**src/rtl/vga_pattern_gen.sv**
```systemverilog
// ---------------------------------------------------------------------------
// vga_pattern_gen
//   Test-pattern generator sitting between the VGA timing core and the pad
//   mux. Takes the raster position and syncs from the timing core and emits
//   registered RGB together with de/hsync/vsync, all delayed by the same two
//   register stages (stage 1 = compute, stage 2 = output).
//
//   Patterns (selected by a mode latch that only changes at frame start):
//     0  scrolling gradient : r ramps along x (scrolled), g ramps along y,
//                             b = MAX - r
//     1  colour bars        : eight vertical bars, white .. black
//     2  checkerboard       : 2**CHK_SHIFT squares, scrolled along x
//     3  solid colour       : solid_rgb
//
//   Frame start is detected in the clk domain as an inactive->active edge on
//   vsync_in; nothing is clocked by vsync.
//
// Ports
//   clk        in   pixel clock
//   rst_n      in   asynchronous active-low reset
//   x_in       in   current pixel column
//   y_in       in   current line
//   de_in      in   active-video enable
//   hsync_in   in   horizontal sync from timing core
//   vsync_in   in   vertical sync from timing core
//   mode       in   pattern select, latched at frame start
//   speed      in   scroll step in pixels per frame
//   freeze     in   1 = hold the scroll offset
//   solid_rgb  in   {r,g,b} used by mode 3
//   r_o/g_o/b_o out colour outputs (0 whenever de_o = 0)
//   de_o       out  de_in delayed two cycles
//   hsync_o    out  hsync_in delayed two cycles
//   vsync_o    out  vsync_in delayed two cycles
//   frame_cnt  out  frames since reset (wraps)
// ---------------------------------------------------------------------------
module vga_pattern_gen #(
    parameter int   CW        = 4,
    parameter int   XW        = 11,
    parameter int   YW        = 11,
    parameter int   H_ACTIVE  = 640,
    parameter int   V_ACTIVE  = 480,
    parameter int   SPEED_W   = 4,
    parameter int   CHK_SHIFT = 5,
    parameter logic HSYNC_POL = 1'b0,
    parameter logic VSYNC_POL = 1'b0
) (
    input  logic              clk,
    input  logic              rst_n,
    input  logic [XW-1:0]     x_in,
    input  logic [YW-1:0]     y_in,
    input  logic              de_in,
    input  logic              hsync_in,
    input  logic              vsync_in,
    input  logic [1:0]        mode,
    input  logic [SPEED_W-1:0] speed,
    input  logic              freeze,
    input  logic [3*CW-1:0]   solid_rgb,
    output logic [CW-1:0]     r_o,
    output logic [CW-1:0]     g_o,
    output logic [CW-1:0]     b_o,
    output logic              de_o,
    output logic              hsync_o,
    output logic              vsync_o,
    output logic [15:0]       frame_cnt
);

    localparam logic [CW-1:0] MAX_C      = {CW{1'b1}};
    localparam logic [CW-1:0] ONE_C      = {{(CW-1){1'b0}}, 1'b1};
    localparam int            RAMP_STEPS = (32'sd1 <<< CW) - 32'sd1;
    localparam int            BAR_W      = H_ACTIVE / 32'sd8;

    // ramp(p, n) = floor(p * 2**CW / n), built as a sum of comparisons against
    // the constant thresholds k*n so no divider is needed: the result is the
    // number of k in 1..MAX with k*n <= p*2**CW.
    function automatic logic [CW-1:0] ramp(input logic [31:0] p, input int n);
        logic [CW-1:0] acc;
        acc = '0;
        for (int k = 1; k <= RAMP_STEPS; k++) begin
            if ((p << CW) >= 32'(k * n)) begin
                acc = acc + ONE_C;
            end else begin
                acc = acc;
            end
        end
        return acc;
    endfunction

    // -----------------------------------------------------------------------
    // Frame-level state
    // -----------------------------------------------------------------------
    logic              vs_act_s;
    logic              vs_act_prev_r;
    logic              fs_s;
    logic [XW-1:0]     offset_r;
    logic [1:0]        mode_r;
    logic [15:0]       frame_cnt_r;
    logic [XW:0]       off_sum_s;
    logic [XW-1:0]     off_next_s;

    assign vs_act_s = (vsync_in == VSYNC_POL);
    assign fs_s     = vs_act_s & ~vs_act_prev_r;

    // Next scroll offset: offset + speed, wrapped once into 0..H_ACTIVE-1
    always_comb begin
        off_sum_s = {1'b0, offset_r} + (XW+1)'(speed);
        if (off_sum_s >= (XW+1)'(H_ACTIVE)) begin
            off_next_s = XW'(off_sum_s - (XW+1)'(H_ACTIVE));
        end else begin
            off_next_s = off_sum_s[XW-1:0];
        end
    end

    // Frame-start bookkeeping: counter, mode latch and scroll offset
    always_ff @(posedge clk or negedge rst_n) begin
        if (!rst_n) begin
            vs_act_prev_r <= 1'b0;
            frame_cnt_r   <= 16'd0;
            mode_r        <= 2'd0;
            offset_r      <= '0;
        end else begin
            vs_act_prev_r <= vs_act_s;
            if (fs_s) begin
                frame_cnt_r <= frame_cnt_r + 16'd1;
                mode_r      <= mode;
                if (!freeze) begin
                    offset_r <= off_next_s;
                end else begin
                    offset_r <= offset_r;
                end
            end else begin
                frame_cnt_r <= frame_cnt_r;
                mode_r      <= mode_r;
                offset_r    <= offset_r;
            end
        end
    end

    assign frame_cnt = frame_cnt_r;

    // -----------------------------------------------------------------------
    // Stage 1: pixel colour computation
    // -----------------------------------------------------------------------
    logic [XW-1:0] x_c_s;
    logic [YW-1:0] y_c_s;
    logic [XW:0]   x_sum_s;
    logic [XW-1:0] px_s;
    logic [2:0]    bar_s;
    logic [2:0]    bar_rgb_s;
    logic          chk_s;
    logic [CW-1:0] r_s;
    logic [CW-1:0] g_s;
    logic [CW-1:0] b_s;

    // Coordinates outside the active area are clamped to the last pixel/line
    always_comb begin
        if (x_in >= XW'(H_ACTIVE)) begin
            x_c_s = XW'(H_ACTIVE - 32'sd1);
        end else begin
            x_c_s = x_in;
        end
        if (y_in >= YW'(V_ACTIVE)) begin
            y_c_s = YW'(V_ACTIVE - 32'sd1);
        end else begin
            y_c_s = y_in;
        end
    end

    // Scrolled column: the raw sum feeds the checker, the wrapped one the ramp
    always_comb begin
        x_sum_s = {1'b0, x_c_s} + {1'b0, offset_r};
        if (x_sum_s >= (XW+1)'(H_ACTIVE)) begin
            px_s = XW'(x_sum_s - (XW+1)'(H_ACTIVE));
        end else begin
            px_s = x_sum_s[XW-1:0];
        end
    end

    // Bar index = x / (H_ACTIVE/8), as a count of passed bar boundaries
    always_comb begin
        bar_s = 3'd0;
        for (int k = 1; k < 8; k++) begin
            if (32'(x_c_s) >= 32'(k * BAR_W)) begin
                bar_s = bar_s + 3'd1;
            end else begin
                bar_s = bar_s;
            end
        end
    end

    // Bar colour table, {r,g,b} on/off
    always_comb begin
        case (bar_s)
            3'd0:    bar_rgb_s = 3'b111; // white
            3'd1:    bar_rgb_s = 3'b110; // yellow
            3'd2:    bar_rgb_s = 3'b011; // cyan
            3'd3:    bar_rgb_s = 3'b010; // green
            3'd4:    bar_rgb_s = 3'b101; // magenta
            3'd5:    bar_rgb_s = 3'b100; // red
            3'd6:    bar_rgb_s = 3'b001; // blue
            default: bar_rgb_s = 3'b000; // black
        endcase
    end

    // Checker parity: bit CHK_SHIFT of the scrolled column xor of the line
    assign chk_s = x_sum_s[CHK_SHIFT] ^ y_c_s[CHK_SHIFT];

    // Pattern select on the latched mode
    always_comb begin
        r_s = '0;
        g_s = '0;
        b_s = '0;
        case (mode_r)
            2'd0: begin
                r_s = ramp(32'(px_s), H_ACTIVE);
                g_s = ramp(32'(y_c_s), V_ACTIVE);
                b_s = MAX_C - r_s;
            end
            2'd1: begin
                r_s = {CW{bar_rgb_s[2]}};
                g_s = {CW{bar_rgb_s[1]}};
                b_s = {CW{bar_rgb_s[0]}};
            end
            2'd2: begin
                r_s = {CW{chk_s}};
                g_s = {CW{chk_s}};
                b_s = {CW{chk_s}};
            end
            2'd3: begin
                r_s = solid_rgb[3*CW-1 -: CW];
                g_s = solid_rgb[2*CW-1 -: CW];
                b_s = solid_rgb[CW-1:0];
            end
            default: begin
                r_s = '0;
                g_s = '0;
                b_s = '0;
            end
        endcase
    end

    logic          de_s1_r;
    logic          hs_s1_r;
    logic          vs_s1_r;
    logic [CW-1:0] r_s1_r;
    logic [CW-1:0] g_s1_r;
    logic [CW-1:0] b_s1_r;

    // Stage 1 register: computed colour plus delayed timing signals
    always_ff @(posedge clk or negedge rst_n) begin
        if (!rst_n) begin
            de_s1_r <= 1'b0;
            hs_s1_r <= ~HSYNC_POL;
            vs_s1_r <= ~VSYNC_POL;
            r_s1_r  <= '0;
            g_s1_r  <= '0;
            b_s1_r  <= '0;
        end else begin
            de_s1_r <= de_in;
            hs_s1_r <= hsync_in;
            vs_s1_r <= vsync_in;
            r_s1_r  <= r_s;
            g_s1_r  <= g_s;
            b_s1_r  <= b_s;
        end
    end

    // Stage 2 register: outputs, colour forced to black outside active video
    always_ff @(posedge clk or negedge rst_n) begin
        if (!rst_n) begin
            de_o    <= 1'b0;
            hsync_o <= ~HSYNC_POL;
            vsync_o <= ~VSYNC_POL;
            r_o     <= '0;
            g_o     <= '0;
            b_o     <= '0;
        end else begin
            de_o    <= de_s1_r;
            hsync_o <= hs_s1_r;
            vsync_o <= vs_s1_r;
            if (de_s1_r) begin
                r_o <= r_s1_r;
                g_o <= g_s1_r;
                b_o <= b_s1_r;
            end else begin
                r_o <= '0;
                g_o <= '0;
                b_o <= '0;
            end
        end
    end

endmodule

```
**config.mk**
```make
export PLATFORM = sky130hd
export DESIGN_NAME = vga_pattern_gen
export DESIGN_NICKNAME = d
export VERILOG_FILES = /design/src/rtl/vga_pattern_gen.sv
export SDC_FILE = /design/constraint.sdc
export NUM_CORES = 1
export LEC_CHECK = 0
export BUFFER_PORTS_ARGS = -buffer_cell sky130_fd_sc_hd__buf_2
export CAP_MARGIN = 10
export CORE_MARGIN = 2
export CORE_UTILIZATION = 64
export CTS_CLUSTER_DIAMETER = 40
export DETAILED_ROUTE_END_ITERATION = 16
export PLACE_DENSITY_LB_ADDON = 0.2
export SLEW_MARGIN = 25
export SYNTH_ARGS = -nofsm -noshare
export SYNTH_HDL_FRONTEND = slang
export SYNTH_SLANG_ARGS = --single-unit
export TNS_END_PERCENT = 1
```
**constraint.sdc**
```tcl
create_clock -name clk -period 17.59 [get_ports clk]
set_input_delay 0.8795 -clock clk [delete_from_list [all_inputs] [get_ports clk]]
set_output_delay 0.8795 -clock clk [all_outputs]
set_load 0.01 [all_outputs]
```
==> results.cfg, run 1 <==
[worst_hold_path]
holdPathEnd = hsync_o
hp-start = hs_s1_r
hold_class = reg -> reg
min_path_cells = 0

[layout]
final_common_cell = nand2_1
drive_gt1_share_pct = 16.6
multiInputGateArea_um2 = 5110
synthToLayoutAreaGrowth_pct = 9.28
num_antenna_cells = 0
mostFrequentLayoutCells = 116 x nand2_1, 75 x buf_2, 61 x nor2_1, 61 x xnor2_1, 56 x dfrtp_1
num-fill-cells = 802
final_nets = 1006
regArea_um2 = 1510
post_layout_nonfiller_instances = 1047

[clock_tree]
clock_latency_ns = 0.33
tritoncts.num_buffers = 9
clock_path_buffers = 2
path_clk_slew_ns = 0.07
clock_sinks = 60
post_cts_buffers = 0
cts_resized = 0
cts_hold_buf = 0
cts_tree = built
htreeDepth = 3
cts_root_buf = clkbuf_8

[drt]
dr_total_vias = 6373
routedWlPerCell_um = 15.3
routed_via_density = 6.09
dr.first_iter.drc_count = 395
drc = 0
first_pass_iters = 7
postRouteAntennaNets = 0
finalWirelength_mm = 16.0

[placement]
gp_congestion = 0.911
placedCellCount = 1031
placement.io_buffers = 75
dp_hpwl_mm = 12.7

[global_route]
grt_overflow_total = 0
grt_usage_pct = 28.3
grt_start_max_net_pins = 55
grt_pass1_vias = 6219
grt_pass1_wl_mm = 27.4
antenna_found_initial = 0

[timing]
hold_viol_final = 0
holdWs_ns = 0.356
clock_skew_ns = 0.00377
slew_headroom_pct = 47.8
slew_violations = 0
finalSetupViolations = 0
worst_pin_slew_ns = 0.777
finalSetupTns_ns = 0
rsz0062_at_grt = no
period_minus_slack_ns = 12.27
fin_crit_sh_pct = 69.7
fmax_ghz = 0.0815

[die]
die_w_um = 108
coreArea_um2 = 10400
fp-row-count = 37
initial_utilization_pct = 66.1
ios = 77
dieArea_um2 = 11600
die_h_um = 108

[critical_path]
worstPathRequired_ns = 17.80
slowest_delay_ns = 0.64
critPathSlowestCell = a211oi_2
start_kind = primary input
r2r_setup_slack_ns = 6.72
r2r-start = offset_r[4]
worstPathArrival_ns = 12.48
timing_worst_setup_path_type = in -> reg
worst_path_most_repeated_cell = ha_1
endpoint_kind = flip-flop
reg2reg_to = b_s1_r[3]
reg2regPathDepth = 49
worstPathMaxFanout = 10

[logic_synthesis]
syn_inst = 841
synth-seq-cells = 60
synth-edff-count = 0
syn_nets = 941
synth_ff_type = dfrtp_1
syn-cell-area_um2 = 6860
yosysWarningCount = 0
synth-seq-area-share_pct = 22.0
synth.avg_cell_area_um2 = 8.16
synth_cell_types = 94
async_reset_ff_share_pct = 100

[outcome]
status = finished, final reports clean

[flow_run]
cap_violations = 0
routing by layer:
layer,wire [um],vias up,GRT usage (%)
li1,-,3141,-
met1,7290,3032,36.1
met2,7850,172,50.3
met3,561,28,2.66
met4,288,0,8.79
met5,0,-,0
how the worst max path moves through the flow:
stage          startpoint        end  slack [ns]  cells after the start
6_report          x_in[7]  b_s1_r[3]        5.32                     53
5_1_grt           x_in[7]  b_s1_r[3]        4.55                     53
4_1_cts           x_in[7]  b_s1_r[3]        5.48                     54
3_5_place_dp      x_in[7]  b_s1_r[3]        5.12                     54
3_3_place_gp      x_in[7]  b_s1_r[3]        5.47                     53
2_1_floorplan     x_in[7]  b_s1_r[3]        6.62                     52
critical path, delay by kind of cell:
kind	cells	cell delay [ns]
AOI/OAI and AO/OA	15	3.51
xor gates and xnor gates	9	1.64
adders and majority gates	9	3.05
buffers and inverters	6	0.61
muxes	2	0.52
and+or+nand+nor	12	2.22
kinds of logic after synthesis:
family | count (synthesis) | share of synthesized area, %
flops | 60 | 22.0
compound gates | 211 | 21.7
buf+inv | 58 | 3.54
other cells | 1 | 0.0547
xor+xnor | 105 | 14.6
simple gates | 320 | 22.9
fa+ha+maj | 54 | 10.1
mux | 32 | 5.16
synth_stat cells (5+ instances only):
library cell  number  area [um^2]
a21o_1            11         82.6
nor2_1            61          229
or3_1              5         31.3
a211oi_1           7         52.6
o31ai_1            6         45.0
xor2_1            37          324
nand2b_1          16          100
a21boi_0           6         45.0
and2_1            18          113
nand2_1          116          435
nand4_1           12         75.1
nand3_1           27          135
o21ai_0           43          215
dfrtp_1           56         1400
xnor2_1           61          534
nor3_1            19         95.1
a211o_1            5         43.8
mux2_2            16          180
o21a_1             9         67.6
o211ai_1           5         37.5
a31oi_1            9         56.3
a21oi_1           49          245
mux2i_1           13          130
and3_1            11         68.8
o211a_1            6         60.1
clkbuf_1          10         37.5
ha_1              52          651
buf_2              7         35.0
inv_1             35          131
flip-flops by register name (all words and copies together), names as in the netlist:
signal and count:
r_s1_r 4, hsync_o 1, vs_s1_r 1, offset_r 11, r_o 4, vsync_o 1, b_o 4, de_o 1
b_s1_r 4, mode_r 2, de_s1_r 1, frame_cnt 16, vs_act_prev_r 1, g_s1_r 4, g_o 4, hs_s1_r 1
cell type report:
| class | instances | area share [%] |
|---|---|---|
| Sequential cell | 60 | 20.1 |
| Tap cell | 136 | 2.27 |
| Multi-Input combinational cell | 723 | 68.2 |
| Clock inverter | 6 | 0.851 |
| Clock buffer | 10 | 1.70 |
| Inverter | 36 | 1.80 |
| Timing Repair Buffer | 76 | 5.11 |
per-stage QoR:
| stage | setup WS, ns | area, um^2 | utilization (%) |
|---|---|---|---|
| 5_1_grt | 4.55 | 7500 | 72.3 |
| 6_report | 5.32 | 7500 | 72.3 |
| 3_3_place_gp | 5.47 | 7300 | 70.4 |
| 2_1_floorplan | 6.62 | 6860 | - |
| 3_5_place_dp | 5.12 | 7300 | 70.4 |
| 4_1_cts | 5.48 | 7500 | 72.3 |
Power of run 1 is not shown: default switching activity piles up to over one toggle a cycle in this logic, so the estimate is an artifact.
==> run 2: changes to the inputs <==
Settings changed: CORE_UTILIZATION 64 to 61.
Clock period 17.59 ns to 12.7 ns, I/O delays scaled along.
==> run 2 against run 1 <==
  * Sequential share of layout area is essentially flat
  * Non-clock buffer count did not move
  * Design area fell by 0.12%
  * Sequential cell count unchanged
  * Hold slack got worse by 0.28 ns
  * Routed wire length grew 2.0%
  * Critical path type unchanged
  * First-iteration DRC count grew 23%
  * Via count up 1.3%
  * Critical endpoint unchanged
  * Final cell count rose by 0.38%
  * Utilization down 3.5 points
==> results.cfg, run 2 (synthesis results as in run 1) <==
[outcome]
status = finished, final reports clean

[critical_path]
worstPathArrival_ns = 12.09
slowest_delay_ns = 0.61
timing_worst_setup_path_type = in -> reg
worst_path_most_repeated_cell = ha_1
worstPathMaxFanout = 10
start_kind = primary input
endpoint_kind = flip-flop
critPathSlowestCell = a211oi_2
worstPathRequired_ns = 12.92
r2r_setup_slack_ns = 1.90

[clock_tree]
clock_path_buffers = 2
cts_hold_buf = 0
tritoncts.num_buffers = 9
post_cts_buffers = 0
path_clk_slew_ns = 0.06
clock_sinks = 60
cts_resized = 0
clock_latency_ns = 0.34
cts_tree = built
htreeDepth = 3
cts_root_buf = clkbuf_8

[drt]
routedWlPerCell_um = 15.5
first_pass_iters = 5
drc = 0
dr.first_iter.drc_count = 485
finalWirelength_mm = 16.3
routed_via_density = 6.14
dr_total_vias = 6458
postRouteAntennaNets = 0

[layout]
drive_gt1_share_pct = 16.7
final_common_cell = nand2_1
synthToLayoutAreaGrowth_pct = 9.16
final_nets = 1006
largest_reg_flops = 16
mostFrequentLayoutCells = 116 x nand2_1, 75 x buf_2, 61 x nor2_1, 61 x xnor2_1, 56 x dfrtp_1
num-fill-cells = 905
num_antenna_cells = 0

[timing]
finalSetupTns_ns = 0
period_minus_slack_ns = 11.87
worst_pin_slew_ns = 0.798
hold_viol_final = 0
slew_violations = 0
rsz0062_at_grt = no
fmax_ghz = 0.0843
finalSetupViolations = 0
slew_headroom_pct = 46.4
clock_skew_ns = 0.00360
fin_crit_sh_pct = 93.4

[global_route]
grt_start_max_net_pins = 59
grt_pass1_wl_mm = 26.7
grt_usage_pct = 27.0
grt_pass1_vias = 6113
antenna_found_initial = 0
grt_overflow_total = 0

[die]
dieArea_um2 = 12100
fp-row-count = 38
coreArea_um2 = 10900
ios = 77
die_w_um = 110
die_h_um = 110
initial_utilization_pct = 63.0

[placement]
dp_hpwl_mm = 12.9
placement.io_buffers = 75
gp_congestion = 0.915

[flow_run]
cap_violations = 0

[worst_hold_path]
hold_class = in -> async
[run 2: cell types whose count changed in the layout (fill, tap and decap cells not counted)]
| cell | previous run | this run |
|---|---|---|
| clkbuf_8 | 9 | 10 |
| bufinv_16 | 1 | 0 |
| clkinv_4 | 0 | 2 |
| clkbuf_1 | 1 | 0 |
| clkinvlp_4 | 2 | 1 |
| inv_6 | 1 | 0 |
| clkinv_2 | 2 | 3 |
[run 2: path summary, 6_finish.rpt]
| check | startpoint | depth (start not counted) | endpoint |
|---|---|---|---|
| min in group clk | hs_s1_r | 0 | hsync_o |
| max | x_in[7] | 53 | b_s1_r[3] |
| min | rst_n | 1 | offset_r[2] |
| max in group asynchronous | rst_n | 2 | r_s1_r[0] |
| max reg2reg | offset_r[4] | 49 | b_s1_r[3] |
| min reg2reg | hs_s1_r | 0 | hsync_o |
[run 2: final cells by class]
type	instances	area, um^2	share of cell area (%)
multi-input cells	723	5110	68.2
flip-flops and latches	60	1510	20.1
well taps	140	175	2.34
clock buffers	10	138	1.84
clock inverters	6	40.0	0.535
repair buffers	76	383	5.11
inverters	36	135	1.80
[run 2: critical path: cells and delay by family]
| kind | cells | cell delay, ns |
|---|---|---|
| AO/OA/AOI/OAI | 15 | 3.40 |
| adder cells (fa/ha/maj) | 9 | 3.07 |
| AND/OR/NAND/NOR | 12 | 2.20 |
| XOR/XNOR | 9 | 1.65 |
| buffers and inverters | 6 | 0.59 |
| multiplexers | 2 | 0.51 |
[run 2: per-stage QoR]
step,util [%],cell area (um^2),setup slack (ns),hold WS [ns],std cells
finish,68.8,7490,0.835,0.0724,1051
global route,68.8,7490,0.0218,0.0644,1051
CTS,68.8,7490,0.973,0.0513,1051
detailed placement,67.1,7310,0.613,0.355,1035
global placement,67.1,7310,0.947,0.346,1035
floorplan,-,6860,1.97,0.339,841
[run 2: metal layers]
| layer | global-route usage (%) | share of wire [%] | vias to the layer above |
|---|---|---|---|
| li1 | - | - | 3154 |
| met1 | 33.4 | 44 | 3083 |
| met2 | 49.1 | 50 | 199 |
| met3 | 3.23 | 4.5 | 22 |
| met4 | 7.87 | 1.4 | 0 |
| met5 | 0 | 0 | - |
Power of run 2 is left out for the same reason.
